[src/rtl/c_raddr_sched.sv]
// c_raddr_sched: KxK sliding-window read-address scheduler for the conv read mux.
// Walks oy/ox/ky/kx with adders only and throttles on windows still in flight.
module c_raddr_sched #(
    parameter int AW     = 14,
    parameter int IMW    = 7,
    parameter int MAX_OS = 4
) (
    input  logic           clk,
    input  logic           rst_n,
    input  logic           cmd_valid,
    output logic           cmd_ready,
    input  logic [AW-1:0]  cmd_base,
    input  logic [IMW-1:0] cmd_width,
    input  logic [IMW-1:0] cmd_ow,
    input  logic [IMW-1:0] cmd_oh,
    input  logic [1:0]     cmd_k,
    input  logic           cmd_stride,
    input  logic           cmd_mem_sel,
    input  logic           cmd_ram_sel,
    input  logic [2:0]     cmd_channel,
    output logic [AW-1:0]  m_addr,
    output logic           m_addr_first,
    output logic           m_addr_last,
    output logic           m_addr_valid,
    input  logic           m_addr_ready,
    output logic [6:0]     rinfo,
    input  logic           d_last_hs,
    output logic           busy,
    output logic           done
);

    typedef enum logic [1:0] {
        IDLE  = 2'd0,
        RUN   = 2'd1,
        DRAIN = 2'd2
    } state_t;

    localparam logic [AW-1:0]  ONE_A    = 1;
    localparam logic [IMW-1:0] ONE_I    = 1;
    localparam logic [3:0]     MAX_OS_C = 4'(MAX_OS);

    state_t         state;
    logic [IMW-1:0] ow_r;
    logic [IMW-1:0] oh_r;
    logic [IMW-1:0] ox;
    logic [IMW-1:0] oy;
    logic [1:0]     km1;
    logic [1:0]     kx;
    logic [1:0]     ky;
    logic           s_r;
    logic [AW-1:0]  w_r;
    logic [AW-1:0]  row_step;
    logic [AW-1:0]  col_step;
    logic [AW-1:0]  oy_base;
    logic [AW-1:0]  win_base;
    logic [AW-1:0]  row_base;
    logic [3:0]     outstanding;

    logic           hs;
    logic           inc;
    logic           dec;
    logic [3:0]     out_nxt;
    logic           can_open;
    logic           kx_end;
    logic           ky_end;
    logic           ox_end;
    logic           oy_end;
    logic [1:0]     cmd_km1;
    logic [AW-1:0]  cmd_w_ext;
    logic [AW-1:0]  nxt_ky_row;
    logic [AW-1:0]  nxt_ox_win;
    logic [AW-1:0]  nxt_oy_row;

    assign hs         = m_addr_valid & m_addr_ready;
    assign inc        = hs & m_addr_last;
    assign dec        = d_last_hs & (outstanding != 4'd0);
    assign out_nxt    = outstanding + {3'b000, inc} - {3'b000, dec};
    assign can_open   = out_nxt < MAX_OS_C;

    assign kx_end     = kx == km1;
    assign ky_end     = ky == km1;
    assign ox_end     = ox == ow_r - ONE_I;
    assign oy_end     = oy == oh_r - ONE_I;

    assign cmd_km1    = (cmd_k == 2'd0) ? 2'd0 : cmd_k - 2'd1;
    assign cmd_w_ext  = AW'(cmd_width);
    assign col_step   = s_r ? (ONE_A << 1) : ONE_A;

    assign nxt_ky_row = row_base + w_r;
    assign nxt_ox_win = win_base + col_step;
    assign nxt_oy_row = oy_base + row_step;

    // Windows issued but not yet returned; a stray return at zero is dropped.
    always_ff @(posedge clk or negedge rst_n) begin
        if (!rst_n) begin
            outstanding <= 4'd0;
        end else begin
            outstanding <= out_nxt;
        end
    end

    // Control FSM and address walker; every output is a register.
    always_ff @(posedge clk or negedge rst_n) begin
        if (!rst_n) begin
            state        <= IDLE;
            cmd_ready    <= 1'b1;
            busy         <= 1'b0;
            done         <= 1'b0;
            rinfo        <= 7'd0;
            m_addr       <= '0;
            m_addr_first <= 1'b0;
            m_addr_last  <= 1'b0;
            m_addr_valid <= 1'b0;
            ow_r         <= '0;
            oh_r         <= '0;
            ox           <= '0;
            oy           <= '0;
            km1          <= 2'd0;
            kx           <= 2'd0;
            ky           <= 2'd0;
            s_r          <= 1'b0;
            w_r          <= '0;
            row_step     <= '0;
            oy_base      <= '0;
            win_base     <= '0;
            row_base     <= '0;
        end else begin
            done <= 1'b0;
            unique case (state)
                IDLE: begin
                    if (cmd_valid && cmd_ready) begin
                        rinfo        <= {cmd_channel, cmd_mem_sel,
                                         cmd_ram_sel, 2'b00};
                        ow_r         <= cmd_ow;
                        oh_r         <= cmd_oh;
                        km1          <= cmd_km1;
                        s_r          <= cmd_stride;
                        w_r          <= cmd_w_ext;
                        row_step     <= cmd_stride ? (cmd_w_ext << 1)
                                                   : cmd_w_ext;
                        ox           <= '0;
                        oy           <= '0;
                        kx           <= 2'd0;
                        ky           <= 2'd0;
                        oy_base      <= cmd_base;
                        win_base     <= cmd_base;
                        row_base     <= cmd_base;
                        m_addr       <= cmd_base;
                        m_addr_first <= 1'b1;
                        m_addr_last  <= cmd_km1 == 2'd0;
                        cmd_ready    <= 1'b0;
                        busy         <= 1'b1;
                        if (cmd_ow == '0 || cmd_oh == '0) begin
                            state <= DRAIN;
                        end else begin
                            state        <= RUN;
                            m_addr_valid <= 1'b1;
                        end
                    end
                end
                RUN: begin
                    if (hs) begin
                        if (!kx_end) begin
                            kx           <= kx + 2'd1;
                            m_addr       <= m_addr + ONE_A;
                            m_addr_first <= 1'b0;
                            m_addr_last  <= ky_end && (kx + 2'd1 == km1);
                        end else if (!ky_end) begin
                            kx           <= 2'd0;
                            ky           <= ky + 2'd1;
                            row_base     <= nxt_ky_row;
                            m_addr       <= nxt_ky_row;
                            m_addr_first <= 1'b0;
                            m_addr_last  <= 1'b0;
                        end else begin
                            kx           <= 2'd0;
                            ky           <= 2'd0;
                            m_addr_first <= 1'b1;
                            m_addr_last  <= km1 == 2'd0;
                            if (!ox_end) begin
                                ox           <= ox + ONE_I;
                                win_base     <= nxt_ox_win;
                                row_base     <= nxt_ox_win;
                                m_addr       <= nxt_ox_win;
                                m_addr_valid <= can_open;
                            end else if (!oy_end) begin
                                ox           <= '0;
                                oy           <= oy + ONE_I;
                                oy_base      <= nxt_oy_row;
                                win_base     <= nxt_oy_row;
                                row_base     <= nxt_oy_row;
                                m_addr       <= nxt_oy_row;
                                m_addr_valid <= can_open;
                            end else begin
                                m_addr_first <= 1'b0;
                                m_addr_last  <= 1'b0;
                                m_addr_valid <= 1'b0;
                                state        <= DRAIN;
                            end
                        end
                    end else if (!m_addr_valid && can_open) begin
                        m_addr_valid <= 1'b1;
                    end
                end
                DRAIN: begin
                    if (outstanding == 4'd0) begin
                        state     <= IDLE;
                        done      <= 1'b1;
                        busy      <= 1'b0;
                        cmd_ready <= 1'b1;
                    end
                end
                default: begin
                    state     <= IDLE;
                    busy      <= 1'b0;
                    cmd_ready <= 1'b1;
                end
            endcase
        end
    end

endmodule

[config.mk]
export PLATFORM = sky130hd
export DESIGN_NAME = c_raddr_sched
export DESIGN_NICKNAME = d
export VERILOG_FILES = /design/src/rtl/c_raddr_sched.sv
export SDC_FILE = /design/constraint.sdc
export NUM_CORES = 1
export LEC_CHECK = 0
export CAP_MARGIN = 30
export CORE_MARGIN = 5
export CORE_UTILIZATION = 59
export DETAILED_ROUTE_END_ITERATION = 10
export GPL_ROUTABILITY_DRIVEN = 0
export PLACE_DENSITY = 0.82
export SYNTH_ARGS = -nofsm -noshare
export SYNTH_HDL_FRONTEND = slang
export SYNTH_SLANG_ARGS = --single-unit
export TNS_END_PERCENT = 10
[constraint.sdc]
create_clock -name clk -period 3.4 [get_ports clk]
set_input_delay 0.68 -clock clk [delete_from_list [all_inputs] [get_ports clk]]
set_output_delay 0.68 -clock clk [all_outputs]
set_load 0.005 [all_outputs]
== Word level (Yosys, flattened, before mapping) ==
Cells that the tools add are included.
Word-level totals
  word-level logic and storage cells: 169
  register bits after elaboration: 129
  input bits: 48
  output and inout port bits: 27
Operators by class
  $lt $le $gt $ge: 1
  bitwise gates (word level): 4
  reduce and logical (&&, ||, !) cells: 24
  eq/ne operators: 22
  mux-type cells: 82
  add/sub/neg operators: 13
Operators by type and width (number)
  $mux W14: 15
  $pmux W14 S2: 4
  $mux W7: 11
  $mux W2: 16
  $pmux W7 S2: 2
  $mux W1: 25
  $ne A2 B2 Y1 const B: 9
  $add A14 B1 Y14 const B: 1
  $add A14 B14 Y14: 1
  $add A14 B2 Y14: 1
  $add A14 B7 Y14: 1
  $add A7 B1 Y7 const B: 2
  $eq A7 B7 Y1: 2
  $logic_not A7 Y1: 2
  $reduce_and A7 Y1: 2
  $sub A7 B1 Y7 const B: 2
  $ne A3 B3 Y1 const B: 4
  $reduce_and A6 Y1: 2
  $logic_not A2 Y1: 4
  $mux W8: 1
  $pmux W2 S2: 2
  $reduce_and A4 Y1: 2
  $eq A2 B2 Y1: 3
  $pmux W1 S2: 3
  other kinds (22): 29

== Depth between registers and ports, before layout ==
  word-level depth: 11
  gate-level depth with buffers: 13
  mapped depth without buffers: 13

== Worst setup path after synthesis ==
No wires, ideal clock.
  path type: register to register
  from: register row_step[0]
  to: register m_addr[10]
  data required time: 3290 ps
  stages on the path, launching flop included: 11
  library setup time: 110 ps
  arrival: 2734 ps
  setup slack: 556 ps
  buffers on the path: 0
  period minus slack after synthesis: 2844 ps
  cell sequence: dfrtp_1 -> ha_1 -> fa_1 -> a21o_1 -> a221oi_1 -> o21ai_0 -> and3_1 -> xnor2_1 -> o21ai_0 -> a2111oi_0 -> o41ai_1
Between the ends
  word-level cells in the longest chain between the ends: 7
RTL lines
  from (decl): line 52  | logic [AW-1:0] row_step;
  from (signal assigned): line 139  | row_step <= cmd_stride ? (cmd_w_ext << 1)
  $add A14 B14 Y14: line 91  | assign nxt_oy_row = oy_base + row_step;
  $mux W14: line 186  | end else if (!oy_end) begin
  $mux W14: line 180  | if (!ox_end) begin
  $mux W14: line 168  | end else if (!ky_end) begin
  $mux W14: line 163  | if (!kx_end) begin
  $mux W14: line 162  | if (hs) begin
  $pmux W14 S2: line 129  | unique case (state)
  to (signal assigned): line 165  | m_addr <= m_addr + ONE_A;
  to (signal assigned): line 172  | m_addr <= nxt_ky_row;
  to (signal assigned): line 184  | m_addr <= nxt_ox_win;
  to (decl): line 21  | output logic [AW-1:0] m_addr,
Every way passes these cells. The select of a mux whose other input is x is not followed.
A chain may end at the register's enable or synchronous reset.

== Final worst setup path ==
Ends and elaborated chain as after synthesis.

==> flow_summary.ini <==
[outcome]
status = complete, no violations

[worst_setup_path]
crit_required_ps = 3710
cp.arrival_ps = 3430
cp-start-kind = flop
critical-path-top-delay-family = compound AO/OA/AOI/OAI gates
slowest_stage = fa_1
path_buf_inv = 0
cp_max_fo = 3
endpoint_kind = flop
max_stage_delay_ps = 410
path_class = flop to flop
cp_cell_sequence = ha_1, fa_1, a21o_1, a221oi_2, o21ai_0, and3_1, xnor2_1, o21ai_0, a2111oi_0, o41ai_1
cpMostUsedCell = o21ai_0

[floorplanning]
die_area_um2 = 16000
start_util_pct = 60.3
boundaryPins = 75
rows = 42
die_height_um = 126
fp.coreArea_um2 = 13200
die_w_um = 126

[sta]
worst_slack_ps = 282
drv_slew = 0
timing.final.hold_violations = 0
post-route-min-period_ps = 3120
finClkSkew_ps = 8.27
slew_headroom_pct = 53.7
finalCritPeriodShare_pct = 91.7
rsz0062_at_grt = false
setup_tns_ps = 0
tightest_slew_ps = 695
setup_viol = 0
fmax_mhz = 321

[layout]
nNetsFinal = 1075
drive_above_1_share_pct = 8.23
mostFrequentLayoutCell = nand2_1
n_antenna_cell = 0
fin_area_um2 = 9560
syn_to_final_growth_pct = 19.7
final_cell_mix = nand2_1, dfrtp_1, nor2_1

[route]
wl_per_cell_um = 18.1
ant_nets = 0
drt-initial-drc-count = 743
drtPass1Iterations = 6
num_vias = 7251
finalWirelength_mm = 21.4
viasPerCell = 6.12
drc = 0

[placed_design]
place_hpwl_mm = 15.4
io_buffers = 72
dpl_cell_area_um2 = 8940
place_ws_ps = 231

[yosys]
synthXorXnorAreaFrac_pct = 7.86
yosys.area_share.simple_pct = 21.4
synth_top_area_share_pct = 38.3
synthArstFlopShare_pct = 100
synth_ff_type = dfrtp_1
synthAdderAreaFrac_pct = 5.24
ys_seq_area_share_pct = 38.6
synth.area.top_cells = dfrtp_1, nand2_1, xnor2_1
synth_top_family_by_area = simple AND/OR/NAND/NOR gates
yosys_warnings = 0
syn_inst = 928
synth.mux.area_fraction_pct = 3.09
synth.largest_area_cell = dfrtp_1
synth_compound_area_share_pct = 20.0
ys_ff_latch = 123
synth_area_per_cell_um2 = 8.60
syn_area_um2 = 7980
synth_cell_types = 79
synth_edf_count = 0

[pwr]
power_leakage_nw = 4.40
vdd_drop_max_mv = 0.313
p_per_area_nw_per_um2 = 385

[clocking]
htreeDepth = 4
clock_path_buffers = 2
cts-root-buf = clkbuf_16
post_cts_buffers = 0
clk_pin_slew_worst_paths_ps = 50
cts_tree = done
cts_buffers = 17
insertion_delay_ps = 420
cts.sinks = 123

[global_route]
grt_pass1_vias = 6997
grt_max_degree = 52
grt_usage_pct = 27.6
grt_antenna_before_repair = 0
grt-ovfl-total = 0
grt_pass1_wl_mm = 35.6

[worst_hold_path]
hold_class = primary input to asynchronous set/reset pin

[job]
maxCapViolations = 0
==> cell usage after synthesis, types with 8 or more instances <==
| cell | number |
|---|---|
| nand2_1 | 185 |
| clkbuf_1 | 30 |
| nor2_1 | 75 |
| nand3_1 | 34 |
| xor2_1 | 30 |
| o31ai_1 | 14 |
| a21o_1 | 8 |
| nand4_1 | 13 |
| a211oi_1 | 11 |
| xnor2_1 | 39 |
| a31oi_1 | 28 |
| nor3_1 | 15 |
| ha_1 | 27 |
| and3_1 | 9 |
| o21ai_0 | 51 |
| dfrtp_1 | 122 |
| a21oi_1 | 44 |
| mux2i_1 | 19 |
| inv_1 | 20 |
==> cell type report <==
| cell class | count | area [um^2] |
|---|---|---|
| inverter | 20 | 75.1 |
| timing repair buffer | 96 | 936 |
| multi-input combinational | 738 | 4630 |
| sequential | 123 | 3080 |
| clock inverter | 11 | 144 |
| tap | 176 | 220 |
| fill | 1012 | 3690 |
| clock buffer | 20 | 467 |
==> per-stage QoR <==
stage               power, mW  util, %  hold slack (ps)  cells
floorplan                1.70        -              384    929
global placement         1.83     67.5              454   1153
detailed placement       1.85     67.5              466   1153
CTS                      3.71     72.1              313   1184
global route             3.80     72.2              352   1184
finish                   3.68     72.2              300   1184
==> flip-flops by register name, summed over array words and instances (netlist names), 4 cells and up <==
| signal | count |
|---|---|
| m_addr | 14 |
| oy_base | 14 |
| row_base | 14 |
| win_base | 14 |
| row_step | 8 |
| oh_r | 7 |
| ow_r | 7 |
| ox | 7 |
| oy | 7 |
| w_r | 7 |
| rinfo | 5 |
| outstanding | 4 |
==> logic make-up (layout without fill, tap and decap cells) <==
kind of cell,count (synthesis),after routing
XOR/XNOR,70,70
AND/OR/NAND/NOR,378,378
flip-flops,123,123
adder cells (fa/ha/maj),31,31
buffers and inverters,68,147
multiplexers,24,24
AO/OA/AOI/OAI,233,233
other,1,2
==> routing by layer <==
metal / track usage, % / part of all wire (%) / vias up
met5: 0 / 0 / -
met4: 9.53 / 2.1 / 0
met2: 45.0 / 49 / 280
li1: - / - / 3446
met3: 5.00 / 6.9 / 37
met1: 37.2 / 42 / 3488
==> timing repair <==
action,CTS,global route
gates resized for setup,0,1
hold buffers,0,0
endpoints found under the setup margin,0,1
==> worst register-to-register path, stage by stage, from the launching register on <==
cell and delay, ps:
dfrtp_1 390, ha_1 230, fa_1 410, a21o_1 200
a221oi_2 340, o21ai_0 230, and3_1 290, xnor2_1 130
o21ai_0 280, a2111oi_0 170, o41ai_1 340
==> path summary, 6_finish.rpt <==
kind / from / to / slack, ps / cells after the start
max: row_step[0] / m_addr[10] / 280 / 10
min: rst_n / row_step[0] / 300 / 1
max reg2reg: row_step[0] / m_addr[10] / 280 / 10
min reg2reg: rinfo[5] / rinfo[5] / 480 / 2
max in group asynchronous: rst_n / ow_r[4] / 2290 / 2
min in group clk: rinfo[5] / rinfo[5] / 480 / 2
==> power breakdown <==
part / switching, mW / internal, mW / total, mW
clock: 0.661 / 1.20 / 1.86
combinational: 0.177 / 0.139 / 0.316
sequential: 0.0106 / 1.49 / 1.50
(Power assumes the default switching activity.)
